File: src/rtl/keypad_scan_ctrl.sv
// keypad_scan_ctrl
// ----------------
// Scans a 4x3 matrix keypad one row at a time. It synchronizes the column
// returns, assembles a 12-bit snapshot once per frame (four row dwells), and
// debounces whole frames. Each accepted press is emitted once as a one-hot
// key code with a single-cycle strobe.
//
// Parameters
//   SCAN_DIV  clk cycles each row is driven (4..65535)
//   DEB_CNT   identical frames needed to accept a press / confirm a release (1..15)
// Ports
//   clk        system clock
//   rst        asynchronous, active-low reset
//   col_in     keypad columns, active-low, asynchronous to clk
//   row_out    row drive, active-low, exactly one bit low
//   key_data   one-hot accepted key: bits 0-9 digits, bit 10 '*', bit 11 '#'
//   key_valid  one-cycle pulse when key_data is updated
//   key_down   high until the accepted key is confirmed released
module keypad_scan_ctrl #(
  parameter int SCAN_DIV = 1000,
  parameter int DEB_CNT  = 4
) (
  input  logic        clk,
  input  logic        rst,
  input  logic [2:0]  col_in,
  output logic [3:0]  row_out,
  output logic [11:0] key_data,
  output logic        key_valid,
  output logic        key_down
);

  localparam logic [15:0] DWELL_LAST = 16'(SCAN_DIV - 1);
  localparam logic [4:0]  DEB_TARGET = 5'(DEB_CNT);

  typedef enum logic [1:0] {
    IDLE,
    DEBOUNCE,
    HELD
  } state_t;

  // Two-flop column synchronizer; resets to "no key pressed".
  logic [2:0] sync_a_reg;
  logic [2:0] sync_b_reg;

  always_ff @(posedge clk or negedge rst) begin
    if (!rst) begin
      sync_a_reg <= 3'b111;
      sync_b_reg <= 3'b111;
    end else begin
      sync_a_reg <= col_in;
      sync_b_reg <= sync_a_reg;
    end
  end

  // Row scanning. The last dwell cycle samples the current row, and the
  // row drive then moves on, so row_out changes on the cycle after a sample.
  logic [15:0] dwell_reg;
  logic [1:0]  row_idx_reg;
  logic [8:0]  raw_reg;      // rows 0..2. Row 3 is used directly at frame end.
  logic        sample;
  logic        frame_end;

  assign sample    = (dwell_reg == DWELL_LAST);
  assign frame_end = sample && (row_idx_reg == 2'd3);

  always_ff @(posedge clk or negedge rst) begin
    if (!rst) begin
      dwell_reg   <= '0;
      row_idx_reg <= 2'd0;
      row_out     <= 4'b1110;
      raw_reg     <= '0;
    end else if (sample) begin
      dwell_reg   <= '0;
      row_idx_reg <= row_idx_reg + 2'd1;
      row_out     <= {row_out[2:0], row_out[3]};
      case (row_idx_reg)
        2'd0:    raw_reg[2:0] <= ~sync_b_reg;
        2'd1:    raw_reg[5:3] <= ~sync_b_reg;
        2'd2:    raw_reg[8:6] <= ~sync_b_reg;
        default: ;
      endcase
    end else begin
      dwell_reg <= dwell_reg + 16'd1;
    end
  end

  // The full frame snapshot is indexed row*3+col. It is remapped onto key-code bits:
  // raw 0..8 are digits 1..9, raw 9 is '*', raw 10 is '0', raw 11 is '#'.
  logic [11:0] snapshot;
  logic [11:0] frame_code;
  logic        frame_is_key;

  assign snapshot = {~sync_b_reg, raw_reg};

  for (genvar gi = 0; gi < 12; gi++) begin : g_keymap
    localparam int SRC = (gi == 0)  ? 10 :
                         (gi <= 9)  ? gi - 1 :
                         (gi == 10) ? 9 : 11;
    assign frame_code[gi] = snapshot[SRC];
  end

  // Only a frame with exactly one key counts. Chords and ghosts read as empty.
  assign frame_is_key = (frame_code != 12'd0) &&
                        ((frame_code & (frame_code - 12'd1)) == 12'd0);

  // Debounce FSM. It only advances at frame end.
  state_t      state_reg, state_next;
  logic [11:0] cand_reg, cand_next;
  logic [3:0]  cnt_reg, cnt_next;
  logic [4:0]  cnt_inc;
  logic [11:0] key_data_next;
  logic        key_valid_next;
  logic        key_down_next;

  assign cnt_inc = {1'b0, cnt_reg} + 5'd1;

  always_ff @(posedge clk or negedge rst) begin
    if (!rst) begin
      state_reg <= IDLE;
      cand_reg  <= '0;
      cnt_reg   <= '0;
      key_data  <= '0;
      key_valid <= 1'b0;
      key_down  <= 1'b0;
    end else begin
      state_reg <= state_next;
      cand_reg  <= cand_next;
      cnt_reg   <= cnt_next;
      key_data  <= key_data_next;
      key_valid <= key_valid_next;
      key_down  <= key_down_next;
    end
  end

  always_comb begin
    state_next     = state_reg;
    cand_next      = cand_reg;
    cnt_next       = cnt_reg;
    key_data_next  = key_data;
    key_valid_next = 1'b0;
    key_down_next  = key_down;

    if (frame_end) begin
      case (state_reg)
        IDLE: begin
          if (frame_is_key) begin
            cand_next = frame_code;
            if (DEB_CNT == 1) begin
              key_data_next  = frame_code;
              key_valid_next = 1'b1;
              key_down_next  = 1'b1;
              cnt_next       = '0;
              state_next     = HELD;
            end else begin
              cnt_next   = 4'd1;
              state_next = DEBOUNCE;
            end
          end
        end

        DEBOUNCE: begin
          if (!frame_is_key) begin
            cnt_next   = '0;
            state_next = IDLE;
          end else if (frame_code != cand_reg) begin
            // A different key restarts the count with the new candidate.
            cand_next = frame_code;
            cnt_next  = 4'd1;
          end else if (cnt_inc == DEB_TARGET) begin
            key_data_next  = cand_reg;
            key_valid_next = 1'b1;
            key_down_next  = 1'b1;
            cnt_next       = '0;
            state_next     = HELD;
          end else begin
            cnt_next = cnt_inc[3:0];
          end
        end

        HELD: begin
          // Any key frame, including a different key, restarts the release
          // count. This prevents auto-repeat and roll-over emission.
          if (frame_is_key) begin
            cnt_next = '0;
          end else if (cnt_inc == DEB_TARGET) begin
            cnt_next      = '0;
            key_down_next = 1'b0;
            state_next    = IDLE;
          end else begin
            cnt_next = cnt_inc[3:0];
          end
        end

        default: begin
          cnt_next   = '0;
          state_next = IDLE;
        end
      endcase
    end
  end

endmodule

File: config.mk
export PLATFORM = sky130hd
export DESIGN_NAME = keypad_scan_ctrl
export DESIGN_NICKNAME = d
export VERILOG_FILES = /design/src/rtl/keypad_scan_ctrl.sv
export SDC_FILE = /design/constraint.sdc
export NUM_CORES = 1
export LEC_CHECK = 0
export BUFFER_PORTS_ARGS = -buffer_cell sky130_fd_sc_hd__buf_2
export CAP_MARGIN = 25
export CELL_PAD_IN_SITES_DETAIL_PLACEMENT = 0
export CELL_PAD_IN_SITES_GLOBAL_PLACEMENT = 1
export CORE_AREA = 5 5 98 100
export CTS_CLUSTER_DIAMETER = 150
export DETAILED_ROUTE_END_ITERATION = 8
export DIE_AREA = 0 0 103 105
export GPL_ROUTABILITY_DRIVEN = 1
export GPL_TIMING_DRIVEN = 0
export PLACE_DENSITY_LB_ADDON = 0.1
export REMOVE_ABC_BUFFERS = 1
export SYNTH_ARGS = -nofsm -noshare
export SYNTH_HDL_FRONTEND = slang
export SYNTH_SLANG_ARGS = --single-unit
File: constraint.sdc
create_clock -name clk -period 3.94 [get_ports clk]
set_input_delay 0 -clock clk [delete_from_list [all_inputs] [get_ports clk]]
set_output_delay 0 -clock clk [all_outputs]
set_load 0.03 [all_outputs]
==> impl_metrics.tcl <==
set metrics [dict create \
    worst_hold_path.num_cells 2 \
    post_cts_resized 0 \
    cts_max_path_buffers 2 \
    ys_types 50 \
    largest_register_ffs 16 \
    p_total_mw 1.42 \
    area_growth_pct 14.2 \
    busiest_layer "met2" \
    max_stage_delay_ns 0.72 \
    ctsHoldBuffers 4 \
    power_frac_comb_pct 2.6 \
    arrival_ns 3.23 \
    seq_area_um2 1740 \
    clock.fmax_ghz 0.334 \
    yosysSeqAreaShare_pct 52.4 \
    synth_ff_type "dfrtp_1" \
    p_sw_mw 0.312 \
    grt.total_usage_pct 12.0 \
    cts_num_sinks 69 \
    worst_pin_slew_ns 0.855 \
    grt.met3_usage_pct 2.60 \
    setup_violations 0 \
    fin_skew_ns 0.0103 \
    multi_input_area_um2 1480 \
    cts_tree "yes" \
    yosys.area.top_type "dfrtp_1" \
    synth_edf_count 0 \
    hold_end "sync_a_reg[1]" \
    firstDrtPassIters 4 \
    post-dp-hpwl_mm 4.07 \
    use_met2_pct 18.9 \
    grt_pass1_vias 2122 \
    grt_max_degree 70 \
    hp-start "col_in[1]" \
    nets 318 \
    final_antenna_net_count 0 \
    drt-total-wl_mm 6.06 \
    synth.top_cell.area_share_pct 45.3 \
    drive_gt1_share_pct 26.6 \
    grt_pass1_wl_mm 10.2 \
    drcViolationCount 0 \
    seq_power_share_pct 50.7 \
    htree_levels 3 \
    start_util_pct 38.6 \
    yosysWarnings 0 \
    syn_inst 279 \
    min_period_ns 3.00 \
    fin_ws_ns 0.944 \
    cp_cell_sequence "or4b_2 > nor4_4 > and2_2 > and4_4 > mux2_2" \
    hold_viol 0 \
    insertion_delay_ns 0.35 \
    start_kind "flop" \
    synthArstFlopShare_pct 100 \
    pre_cts_ws_ns 0.912 \
    required_ns 4.18 \
    whs_ns 0.295 \
    fin_area_um2 3790 \
    root_buffer "clkbuf_8" \
    drv_cap 0 \
    outcome "finished clean" \
    drt_iter0_drc 74 \
    die_x_um 103 \
    rows 34 \
    cts_post_setup_buffers_inserted 0 \
    netlist_area_um2 3310 \
    core_area_um2 8590 \
    syn_avg_cell_area_um2 11.9 \
    worstReg2RegStart "dwell_reg[4]" \
    timing.rr.end "cand_reg[2]" \
    p_leak_nw 1.78 \
    dieArea_um2 10800 \
    rsz0062_at_grt "false" \
    use_met1_pct 15.6 \
    path_class "flop to flop" \
    avgViaCountPerCell 5.01 \
    slew_headroom_pct 43.0 \
    wire_per_inst_um 14.4 \
    switching_share_pct 22.0 \
    r2r_cells 5 \
    finalCoreUtilization_pct 44.1 \
    io_buffers 22 \
    placed_cells 400 \
    placed_area_um2 3510 \
    intPower_mw 1.10 \
    gp_congestion 0.729 \
    antenna_found_initial 0 \
    fin_tns_setup_ns 0 \
    vias 2105 \
    fillers 842 \
    ys_top_cells_by_area "dfrtp_1, mux2_4, dfstp_2, xor2_1, mux2_2" \
    hp-class "primary input to flop" \
    cpMaxStageDelayCell "or4b_2" \
    grt_remaining_overflow 0 \
    clockPowerShare_pct 46.7 \
    antennaDiodeCount 0 \
    die_height_um 105 \
    clk_pin_slew_ns 0.08 \
    regToRegSetupSlack_ns 0.94 \
    cts_buffers 9 \
    worstPathMaxFanout 12 \
    pwr_density_cell_nw_per_um2 374 \
    synth_common_cells "dfrtp_1, nand2_1, nor2_1, xor2_1, mux2_4" \
    cp-end-kind "flop" \
    slew_violations 0 \
    yosysMostFrequentCell "dfrtp_1" \
    ir_drop_uv 172 \
    finalCritPeriodShare_pct 76.0 \
    ios 23 \
    final_cells 420 \
    ys_ff_latch 69 \
]
==> metal layers <==
layer / vias to the layer above / wire length [um]
li1: 1043 / -
met4: 0 / 68
met1: 1017 / 2880
met3: 8 / 211
met2: 37 / 2900
met5: - / 0
==> layout by cell type (no fill, tap or decap), types with 3 or more instances in the layout <==
cell / synthesis / final
a21oi_1: 5 / 5
and3_1: 3 / 3
buf_2: 3 / 21
clkbuf_8: 0 / 10
dfrtp_1: 60 / 60
dfstp_2: 9 / 9
dlygate4sd3_1: 0 / 4
ha_1: 6 / 6
inv_1: 9 / 9
mux2_2: 9 / 9
mux2_4: 16 / 16
mux2i_1: 4 / 4
nand2_1: 25 / 25
nand3_1: 12 / 12
nand4_1: 6 / 6
nor2_1: 17 / 17
nor2b_1: 4 / 4
nor3_1: 3 / 3
nor3b_1: 4 / 4
nor4_1: 5 / 5
o21ai_0: 11 / 11
o31ai_1: 3 / 3
xnor2_1: 10 / 10
xor2_1: 17 / 17
==> cell type report <==
type,instances,area share (%)
Sequential cell,69,45.9
Multi-Input combinational cell,191,39.2
Timing Repair Buffer,27,4.33
Clock buffer,10,3.64
Tap cell,108,3.57
Clock inverter,6,2.48
Inverter,9,0.892
==> kinds of logic (layout without fill, tap and decap cells) <==
group	after synthesis	in the layout	synth area share, %
DFF	69	69	52.4
and+or+nand+nor	95	95	15.9
xor gates and xnor gates	27	27	7.13
buffers and inverters	19	52	3.06
adders and majority gates	6	6	2.26
AOI/OAI and AO/OA	34	34	7.70
muxes	29	29	11.5
==> power groups by stage <==
stage / logic, mW / registers, mW / clock network, mW
6_report: 0.0364 / 0.718 / 0.662
5_1_grt: 0.0430 / 0.719 / 0.715
4_1_cts: 0.0382 / 0.719 / 0.690
3_5_place_dp: 0.0353 / 0.732 / 0
3_3_place_gp: 0.0350 / 0.732 / 0
2_1_floorplan: 0.0148 / 0.730 / 0
==> worst max-delay path by stage <==
stage	from	to	slack [ns]	depth (start not counted)
final	dwell_reg[4]	cand_reg[2]	0.94	5
after global routing	dwell_reg[4]	cand_reg[2]	0.81	5
after CTS	dwell_reg[4]	cand_reg[2]	0.91	5
after detailed placement	dwell_reg[4]	cand_reg[1]	0.91	5
after global placement	dwell_reg[4]	cand_reg[1]	-0.12	5
after floorplan	dwell_reg[4]	cand_reg[1]	0.61	5
==> worst max-delay path: cells and delay by family, from the launching register on <==
family | cells | cell delay [ns]
simple gates | 4 | 2.10
mux | 1 | 0.36
flops | 1 | 0.43
Note: power is estimated with default switching activity, not from simulation.
